===== config.mk =====
export PLATFORM = sky130hd
export DESIGN_NAME = mem_arbiter
export DESIGN_NICKNAME = d
export VERILOG_FILES = /design/src/rtl/mem_arb_pkg.sv /design/src/rtl/mem_arb_pick.sv /design/src/rtl/mem_arbiter.sv
export SDC_FILE = /design/constraint.sdc
export NUM_CORES = 1
export LEC_CHECK = 0
export BUFFER_PORTS_ARGS = -buffer_cell sky130_fd_sc_hd__clkbuf_2
export CORE_AREA = 2 2 544 546
export DETAILED_ROUTE_END_ITERATION = 7
export DIE_AREA = 0 0 546 548
export PLACE_DENSITY = 0.3
export SLEW_MARGIN = 30
export SYNTH_ARGS = -nofsm -noshare
export SYNTH_HDL_FRONTEND = slang
export SYNTH_HIERARCHICAL = 1
export SYNTH_SLANG_ARGS = --single-unit

===== constraint.sdc =====
create_clock -name clk -period 4.37 [get_ports clk]
set_clock_uncertainty 0.2 [all_clocks]
set_input_delay 0.2185 -clock clk [delete_from_list [all_inputs] [get_ports clk]]
set_output_delay 0.2185 -clock clk [all_outputs]
set_load 0.02 [all_outputs]

===== src/rtl/mem_arb_pkg.sv =====
// mem_arb_pkg: shared types and default widths for the memory arbiter.
// Revision 1.0
`default_nettype none

package mem_arb_pkg;

  localparam int ADDR_W_DEF = 30;
  localparam int LINE_W_DEF = 256;

  typedef enum logic [1:0] {
    IDLE  = 2'd0,
    ISSUE = 2'd1,
    WAIT  = 2'd2,
    RESP  = 2'd3
  } state_t;

  typedef enum logic {
    GNT_I = 1'b0,
    GNT_D = 1'b1
  } gnt_t;

endpackage

`default_nettype wire


===== src/rtl/mem_arb_pick.sv =====
// mem_arb_pick: winner selection between I and D ports; round-robin pointer
// only when MEM_ARB_RR_EN is defined, otherwise fixed D-first priority. Rev 1.0
`default_nettype none

module mem_arb_pick
  import mem_arb_pkg::*;
(
  input  logic clk,
  input  logic rst_n,
  input  logic ireq_i,
  input  logic dreq_i,
  input  logic grant_i,
  output gnt_t gnt_o
);

`ifdef MEM_ARB_RR_EN
  gnt_t ptr_q, ptr_d;

  // ptr_q names the port that wins the next tie.
  always_comb begin
    gnt_o = ptr_q;
    if (ireq_i && !dreq_i) begin
      gnt_o = GNT_I;
    end else if (dreq_i && !ireq_i) begin
      gnt_o = GNT_D;
    end
  end

  always_comb begin
    ptr_d = ptr_q;
    if (grant_i) begin
      ptr_d = (gnt_o == GNT_I) ? GNT_D : GNT_I;
    end
  end

  always_ff @(posedge clk or negedge rst_n) begin
    if (!rst_n) begin
      ptr_q <= GNT_I;
    end else begin
      ptr_q <= ptr_d;
    end
  end
`else
  logic unused_w;

  always_comb begin
    gnt_o = dreq_i ? GNT_D : GNT_I;
  end

  assign unused_w = clk ^ rst_n ^ grant_i;
`endif

endmodule

`default_nettype wire


===== src/rtl/mem_arbiter.sv =====
// mem_arbiter: two-port (I/D) line-memory arbiter with a fixed-latency RAM
// interface. Optional round-robin arbitration via MEM_ARB_RR_EN. Rev 1.0
`default_nettype none

module mem_arbiter
  import mem_arb_pkg::*;
#(
  parameter int ADDR_W  = ADDR_W_DEF,
  parameter int LINE_W  = LINE_W_DEF,
  parameter int MEM_LAT = 1
) (
  input  logic              clk,
  input  logic              rst_n,
  input  logic              i_req,
  input  logic [ADDR_W-1:0] i_addr,
  output logic              i_done,
  output logic [LINE_W-1:0] i_rdata,
  input  logic              d_req,
  input  logic              d_we,
  input  logic [ADDR_W-1:0] d_addr,
  input  logic [LINE_W-1:0] d_wdata,
  output logic              d_done,
  output logic [LINE_W-1:0] d_rdata,
  output logic              mem_en_o,
  output logic              mem_we_o,
  output logic [ADDR_W-1:0] mem_addr_o,
  output logic [LINE_W-1:0] mem_wdata_o,
  input  logic [LINE_W-1:0] mem_block_i,
  output logic              busy_o
);

  localparam logic [2:0] LAST_CNT = 3'(MEM_LAT - 1);

  state_t              state_q, state_d;
  logic [2:0]          cnt_q, cnt_d;
  gnt_t                gnt_q, gnt_d;
  logic                we_q, we_d;
  logic [ADDR_W-1:0]   addr_q, addr_d;
  logic [LINE_W-1:0]   wdata_q, wdata_d;
  logic [LINE_W-1:0]   i_rdata_q, i_rdata_d;
  logic [LINE_W-1:0]   d_rdata_q, d_rdata_d;
  gnt_t                pick_w;
  logic                grant_w;

  assign grant_w = (state_q == IDLE) && (i_req || d_req);

  mem_arb_pick u_pick (
    .clk     (clk),
    .rst_n   (rst_n),
    .ireq_i  (i_req),
    .dreq_i  (d_req),
    .grant_i (grant_w),
    .gnt_o   (pick_w)
  );

  always_comb begin
    state_d   = state_q;
    cnt_d     = cnt_q;
    gnt_d     = gnt_q;
    we_d      = we_q;
    addr_d    = addr_q;
    wdata_d   = wdata_q;
    i_rdata_d = i_rdata_q;
    d_rdata_d = d_rdata_q;
    case (state_q)
      IDLE: begin
        if (grant_w) begin
          state_d = ISSUE;
          gnt_d   = pick_w;
          if (pick_w == GNT_D) begin
            we_d    = d_we;
            addr_d  = d_addr;
            wdata_d = d_wdata;
          end else begin
            we_d    = 1'b0;
            addr_d  = i_addr;
            wdata_d = '0;
          end
        end
      end
      ISSUE: begin
        state_d = WAIT;
        cnt_d   = 3'd0;
      end
      WAIT: begin
        if (cnt_q == LAST_CNT) begin
          state_d = RESP;
          cnt_d   = 3'd0;
          // The RAM output is registered, so it is stable by the last WAIT cycle.
          if (!we_q) begin
            if (gnt_q == GNT_D) begin
              d_rdata_d = mem_block_i;
            end else begin
              i_rdata_d = mem_block_i;
            end
          end
        end else begin
          cnt_d = cnt_q + 3'd1;
        end
      end
      RESP: begin
        state_d = IDLE;
      end
      default: begin
        state_d = IDLE;
      end
    endcase
  end

  always_ff @(posedge clk or negedge rst_n) begin
    if (!rst_n) begin
      state_q   <= IDLE;
      cnt_q     <= 3'd0;
      gnt_q     <= GNT_I;
      we_q      <= 1'b0;
      addr_q    <= '0;
      wdata_q   <= '0;
      i_rdata_q <= '0;
      d_rdata_q <= '0;
    end else begin
      state_q   <= state_d;
      cnt_q     <= cnt_d;
      gnt_q     <= gnt_d;
      we_q      <= we_d;
      addr_q    <= addr_d;
      wdata_q   <= wdata_d;
      i_rdata_q <= i_rdata_d;
      d_rdata_q <= d_rdata_d;
    end
  end

  // All outputs decode registered state only, so they move only on clk or reset.
  assign mem_en_o    = (state_q == ISSUE);
  assign mem_we_o    = (state_q == ISSUE) && we_q;
  assign mem_addr_o  = (state_q == ISSUE) ? addr_q : '0;
  assign mem_wdata_o = (state_q == ISSUE) ? wdata_q : '0;
  assign i_done      = (state_q == RESP) && (gnt_q == GNT_I);
  assign d_done      = (state_q == RESP) && (gnt_q == GNT_D);
  assign i_rdata     = i_rdata_q;
  assign d_rdata     = d_rdata_q;
  assign busy_o      = (state_q != IDLE);

endmodule

`default_nettype wire

==> results of run 1 <==
-- flip-flops by register name (all words and copies together), names as in the netlist --
register	count
we_q	1
cnt_q	3
state_q	2
addr_q	30
i_rdata	256
wdata_q	256
gnt_q	1
d_rdata	256
-- worst min-delay path: cells and delay by family --
kind / cells / cell delay (ps)
compound gates: 1 / 80
simple gates: 1 / 90
buf+inv: 2 / 630
-- layout make-up --
| cell class | instances | area, µm² |
|---|---|---|
| timing repair buffer | 2469 | 17890 |
| sequential | 805 | 20140 |
| clock buffer | 168 | 3272 |
| antenna | 21 | 52.55 |
| fill | 32480 | 233900 |
| clock inverter | 29 | 372.9 |
| multi-input combinational | 1688 | 12500 |
| inverter | 6 | 22.52 |
| tap | 3919 | 4903 |
-- stage by stage --
step	cells	hold WS, ps	util, %	setup slack, ps
finish	9105	79.09	20.19	968.8
global route	9099	23.92	20.18	630.8
floorplan	2684	-277.1	-	2122
CTS	9084	0.2951	20.17	611.3
global placement	7870	192.5	15.45	1406
detailed placement	7870	191.1	15.45	1404
-- power breakdown --
group          leakage [nW]  switching, mW  internal (mW)  total, mW
sequential             9.82           2.35           11.2       13.5
clock                  1.80           3.72           5.50       9.22
combinational          16.4           10.5           7.54       18.1
-- worst max path at each step --
stage               slack (ps)              end  cells after the start
floorplan                 2120     i_rdata[100]                      8
global placement          1410      i_rdata[56]                      6
detailed placement        1400     i_rdata[224]                      6
CTS                        610  mem_wdata_o[87]                      5
global route               630  mem_wdata_o[87]                      5
finish                     970  mem_wdata_o[86]                      5
-- what timing repair did --
action | CTS | global route
hold buffers | 1017 | 0
hold endpoints to repair | 1474 | 0
setup endpoints to repair | 0 | 0
-- per-layer routing --
metal  vias up  global-route usage [%]  wire, µm
met5         -                       0       177
met4        26                   2.952      4855
li1      13760                       -         -
met1     14430                   13.37     71980
met2      1164                   20.67     88930
met3       270                   4.270     14720
==> metrics.md, run 1 <==
| Metric | Value |
|---|---|
| Post-DP HPWL | 141.2 mm |
| Category of cells accounting for the largest share of critical-path delay | buffers and inverters |
| Worst R2R Path Depth | 6 |
| Result of the run | finished, final reports clean |
| Area post-placement | 0.04527 mm² |
| Antenna violations before repair | slightly above 80 |
| Cells after synthesis | about 2700 |
| H-tree levels | 3 |
| Largest incremental delay on the critical path | roughly 470 ps |
| Syn avg cell area | between 10 and 15 µm² |
| Max-slew violation total from the final report | 0 |
| Cells traversed along the worst timing path | inv_1, ha_4, buf_4, and2_1, clkbuf_2 |
| Drt first pass iters | 4 |
| Initial Util | a little under an eighth |
| Start point of the worst min-delay path | d_wdata[118] |
| Sum Neg Setup Slack | 0 ps |
| Number of failing setup endpoints in the final timing report | 0 |
| Worst Path Arrival | 2980 ps |
| Critical path required time | a little under 4000 ps |
| Peak supply drop | between 0.3 and 0.4 mV |
| Placer congestion estimate | roughly 0.84 |
| Critical R2R Launch | cnt_q[0] |
| Reg-to-reg slack, setup | approximately 1400 ps |
| Final hold viol count | 0 |
| PD cells | approximately 690 mW/mm² |
| Design Power | approximately 41 mW |
| Number of cells traversed by the worst hold path | 4 |
| Fraction of layout instances using a drive strength above 1 | between 40% and 50% |
| Die Y-Extent | around 550 µm |
| Final Critical Period | ~3400 ps |
| Worst setup EP type | primary output |
| Finished Cell Area | roughly 0.059 mm² |
| CTS-repair resized insts | 0 |
| Vias per std cell | 3.256 |
| Clock Pin Slew Worst Setup and Hold Paths | about 50 ps |
| CP max-delay cell | sky130_fd_sc_hd__and2_1 |
| Area growth from synthesis to layout | 75.00% |
| Number of port buffers | between 1000 and 1500 |
| Maximum clock path buffer count | 4 |
| Latest clock arrival within the worst-skew pair | 780 ps |
| Maximum Capacitance Violations | 0 |
| Number of placed I/O pins | about 1400 |
| Number of DRC violations after detailed-routing iteration 0 | 1110 |
| Critical register-to-register path endpoint | i_rdata[218] |
| Largest net degree at the start of global routing | between 100 and 150 |
| Congestion Overflow GR | 0 |
| Net count, final | 5665 |
| Vias post-DR | approximately 30000 |
| Total CTS buffers | 111 |
| Highest Clock Rate | 294.0 MHz |
| Clock tree from TritonCTS | done |
| Worst min-delay path endpoint | wdata_q[118] |
| Launch point of the worst path | state_q[1] |
| Via count of the first global-routing pass | between 30000 and 40000 |
| Post-CTS repair timing setup buffer count | 0 |
| Slew at the pin closest to its max-slew limit | 900.7 ps |
| DRC Markers | 0 |
| Lkg Pwr | 27.98 nW |
| Clock tree root driver cell | sky130_fd_sc_hd__clkbuf_16 |
| Most common cell after layout, fill and taps aside | sky130_fd_sc_hd__clkbuf_2 |
| Synthesis Warnings | 6 |
| Number of nets in the synthesized netlist | between 3000 and 4000 |
| Clock net sink count | around 810 |
| Overall routed net length | around 180 mm |
| Critical path start-end classification | reg2out |
| Synthesized cell area | about 0.034 mm² |
| Placeable core region | about 0.29 mm² |
| Antenna Violating Nets Remaining | 0 |
| Element type at the critical path start | flop |
| Highest fanout seen on the critical path | 37 |
| Total track usage | 11.75% |
| Die outline area | 0.2992 mm² |
| Top library cells by usage in the layout, fill and taps aside | sky130_fd_sc_hd__clkbuf_2, sky130_fd_sc_hd__dlygate4sd3_1, sky130_fd_sc_hd__dfrtp_1, sky130_fd_sc_hd__nand2_1, sky130_fd_sc_hd__o21ai_0 |
| Buffer and inverter count on the worst path | 3 |
| Die width | ~550 µm |
| Worst slew margin relative to its limit | around two fifths |
| Post-DR wirelength/cell | 19.84 µm |
| Wire length of the first global-routing pass | approximately 250 mm |
| Period utilization | 77.83% |
| Setup repair after global routing missed its margin | no |
| Class of the worst hold path | in2reg |
| Row Count | 199 |
No activity file was read; power rests on OpenSTA's default activity.
==> run 2, diff against run 1 <==
--- a/config.mk
+++ b/config.mk
@@ -5,10 +5,11 @@
 export SDC_FILE = /design/constraint.sdc
 export NUM_CORES = 1
 export LEC_CHECK = 0
+export ABC_AREA = 1
 export BUFFER_PORTS_ARGS = -buffer_cell sky130_fd_sc_hd__clkbuf_2
-export CORE_AREA = 2 2 544 546
+export CORE_AREA = 2 2 530 532
 export DETAILED_ROUTE_END_ITERATION = 7
-export DIE_AREA = 0 0 546 548
+export DIE_AREA = 0 0 532 534
 export PLACE_DENSITY = 0.3
 export SLEW_MARGIN = 30
 export SYNTH_ARGS = -nofsm -noshare
==> constraint.sdc (replaced) <==
create_clock -name clk -period 3.2 [get_ports clk]
set_clock_uncertainty 0.2 [all_clocks]
set_input_delay 0.16 -clock clk [delete_from_list [all_inputs] [get_ports clk]]
set_output_delay 0.16 -clock clk [all_outputs]
set_load 0.02 [all_outputs]
==> run 2 against run 1 <==
  * Wire length increased by 19%
  * Count of clock-buffer cells in the layout up 1
  * Design area increased by 4.8%
  * Final cell count rose by 16%
  * Critical endpoint is now mem_wdata_o[223]
  * Largest cell class is now non-clock buffers
  * Highest routed layer unchanged
==> metrics.md, run 2 <==
| Metric | Value |
|---|---|
| Number of placed I/O pins | between 1000 and 1500 |
| Row Count | 194 |
| Clock Pin Slew Worst Setup and Hold Paths | approximately 60 ps |
| Core Util, Final | approximately 22% |
| Top library cells by usage in the layout, fill and taps aside | sky130_fd_sc_hd__nand2_1, sky130_fd_sc_hd__clkbuf_2, sky130_fd_sc_hd__dlygate4sd3_1, sky130_fd_sc_hd__dfrtp_1, sky130_fd_sc_hd__inv_1 |
| Finished Cell Area | approximately 0.062 mm² |
| Count of filler cells inserted in the layout | about 31000 |
| Final Critical Period | roughly 3000 ps |
| Internal Pwr Total | 30.86 mW |
| Synthesis Warnings | 6 |
| Placeable core region | 0.2784 mm² |
| Cells traversed along the worst timing path | inv_1, ha_4, buf_12, buf_4, buf_12, nand2_1, inv_1, clkbuf_2 |
| Main flop type after synthesis | sky130_fd_sc_hd__dfrtp_1 |
| Latest clock arrival within the worst-skew pair | about 830 ps |
| Ranking of synthesized cells by area | sky130_fd_sc_hd__dfrtp_1, sky130_fd_sc_hd__nand2_1, sky130_fd_sc_hd__o21ai_0 |
| Class of the worst hold path | in2reg |
| Drt first pass iters | 5 |
| Maximum clock path buffer count | 4 |
| Met1 usage in global routing | ~17% |
| Syn avg cell area | between 8 and 9 µm² |
| Buffer and inverter count on the worst path | 6 |
| Area taken by flip-flops and latches | approximately 0.020 mm² |
| Clock tree root driver cell | sky130_fd_sc_hd__clkbuf_16 |
| Maximum Capacitance Violations | 0 |
| Worst slew margin relative to its limit | around 46% |
| Clock tree from TritonCTS | done |
| Sequential element share of the synthesized area | 59.22% |
| Placed cells | between 9000 and 10000 |
| Die width | roughly 530 µm |
| Post-DP HPWL | between 150 and 200 mm |
| Number of DRC violations after detailed-routing iteration 0 | between 2000 and 2500 |
| GRT Max-Usage Layer | met2 |
| Footprint of the multi-input gates | between 0.01 and 0.015 mm² |
| Area growth from synthesis to layout | 82.35% |
| Fraction of layout instances using a drive strength above 1 | 24.35% |
| Largest incremental delay on the critical path | ~420 ps |
| H-tree levels | 3 |
| Number of distinct library cell variants in the gate-level netlist after synthesis | 16 |
| Net count, final | roughly 7400 |
| Antenna Violating Nets Remaining | 0 |
| Peak supply drop | 0.4167 mV |
| Lkg Pwr | around 33 nW |
| Slew at the pin closest to its max-slew limit | roughly 810 ps |
| Library cell with the largest summed area after synthesis | sky130_fd_sc_hd__dfrtp_1 |
| Result of the run | finished, final reports clean |
| Highest Clock Rate | around 340 MHz |
| Via count of the first global-routing pass | a little under 40000 |
| Initial Util | between 10% and 20% |
| Top cell types by occurrence after synthesis | sky130_fd_sc_hd__nand2_1, sky130_fd_sc_hd__dfrtp_1, sky130_fd_sc_hd__inv_1 |
| Final std cells w/o fill | 10600 |
| Final hold viol count | 0 |
| Met3 capacity usage during global routing | ~4.5% |
| Combinational power share | a little over two fifths |
| Number of synthesized flops with an enable pin | 0 |
| Net switching share of the total power | a little under half |
| Switching Power | between 20 and 30 mW |
| Number of nets in the synthesized netlist | between 4000 and 5000 |
| Share of total power in sequential cells | about a third |
| Largest net degree at the start of global routing | 132 |
| Placer congestion estimate | approximately 0.86 |
| Category of cells accounting for the largest share of critical-path delay | buffers and inverters |
| Period utilization | between 90% and 100% |
| DRC Markers | 0 |
| Cells after synthesis | ~4200 |
| Number of failing setup endpoints in the final timing report | 0 |
| Total track usage | around 15% |
| Synthesized flop and latch total | ~800 |
| Critical path start-end classification | reg2out |
| Fraction of power consumed by the clock network | around a quarter |
| Element type at the critical path start | flop |
| Total CTS buffers | ~110 |
| Yosys top cell area share | 59.22% |
| Synth async-reset ratio | 100.0% |
| Setup repair after global routing missed its margin | no |
| Worst setup EP type | primary output |
| Vias post-DR | around 38000 |
| Post-DR wirelength/cell | 20.28 µm |
| Number of port buffers | ~1400 |
| CTS-repair resized insts | 0 |
| Worst Path Arrival | roughly 2600 ps |
| Die outline area | 0.2841 mm² |
| Leading cell type by number of instances after synthesis | sky130_fd_sc_hd__nand2_1 |
| Vias per std cell | approximately 3.6 |
| Highest fanout seen on the critical path | between 40 and 50 |
| Overall routed net length | 214.9 mm |
| Wire length of the first global-routing pass | roughly 300 mm |
| Area post-placement | ~0.045 mm² |
| Synthesized cell area | between 0.03 and 0.04 mm² |
| Fraction of met2 tracks used by global routing | 24.33% |
| Sum Neg Setup Slack | 0 ps |
| PD cells | slightly above 900 mW/mm² |
| Design Power | about 57 mW |
| Critical path required time | 2840 ps |
| Die Y-Extent | about 530 µm |
| CP max-delay cell | sky130_fd_sc_hd__dfrtp_1 |
| Antenna violations before repair | 63 |
| Max-slew violation total from the final report | 0 |
| Clock net sink count | roughly 810 |
| Most common cell after layout, fill and taps aside | sky130_fd_sc_hd__nand2_1 |
| Congestion Overflow GR | 0 |
run 2: cell types whose count changed in the layout (fill, tap and decap cells not counted), sizes merged, moves of 30 or more:
cell         change
nand2         +1672
inv            +324
mux2i           -30
and2           -288
nand3          +263
mux2           -514
dlygate4sd3    +233
run 2: worst register-to-register path: stages, from the launching register on:
cell                            delay, ps
sky130_fd_sc_hd__dfrtp_1              440
sky130_fd_sc_hd__inv_1                130
sky130_fd_sc_hd__ha_1                 330
sky130_fd_sc_hd__nand2_4              290
sky130_fd_sc_hd__inv_2                500
sky130_fd_sc_hd__buf_12               250
sky130_fd_sc_hd__nand2_1               80
sky130_fd_sc_hd__dlygate4sd3_1        560
sky130_fd_sc_hd__nand2_1               60
run 2: per-stage QoR:
step | setup slack [ps] | hold slack (ps)
finish | 246.3 | 62.03
global route | 22.44 | 43.46
CTS | 90.84 | 2.426
detailed placement | 573.8 | -79.46
global placement | 610.5 | -81.54
floorplan | 1215 | -335.6
run 2: metal layers:
layer	vias to the layer above	wire, µm
met2	1247	99730
li1	17950	-
met3	353	15480
met1	18280	87090
met4	52	12330
met5	-	330
run 2: cell families after synthesis:
logic type                 share of synthesized area (%)
and+or+nand+nor                                    28.49
DFF                                                59.22
adders and majority gates                         0.2575
AOI/OAI and AO/OA                                  4.267
buffers and inverters                              7.765
run 2: what timing repair did:
item                        CTS  global route
setup endpoints to repair   229             0
hold buffers               1250             0
hold endpoints to repair   1607             0
setup buffers                 5             0
run 2: final timing paths:
kind,from,cells past startpoint,slack [ps],to
min reg2reg,d_rdata[141],2,270,d_rdata[141]
max,state_q[1],8,250,mem_wdata_o[223]
min in group asynchronous,rst_n,4,430,addr_q[26]
max in group asynchronous,rst_n,5,1670,d_rdata[232]
max reg2reg,state_q[0],8,280,addr_q[3]
min,mem_block_i[9],4,60,d_rdata[9]
run 2: final cells by class:
type,instances,area share (%)
antenna,22,0.08876
clock buffer,169,5.448
clock inverter,36,0.8734
inverter,332,2.009
multi-input combinational,2787,18.21
sequential,805,32.48
tap,3724,7.512
timing repair buffer,2726,33.39
run 2: power groups by stage:
stage | clock network (mW) | logic, mW | registers [mW]
floorplan | 0 | 9.64 | 21.2
global placement | 0 | 24.2 | 18.5
detailed placement | 0 | 24.3 | 18.6
CTS | 14.1 | 25.8 | 18.5
global route | 14.5 | 27.5 | 18.9
finish | 13.6 | 25.1 | 18.4
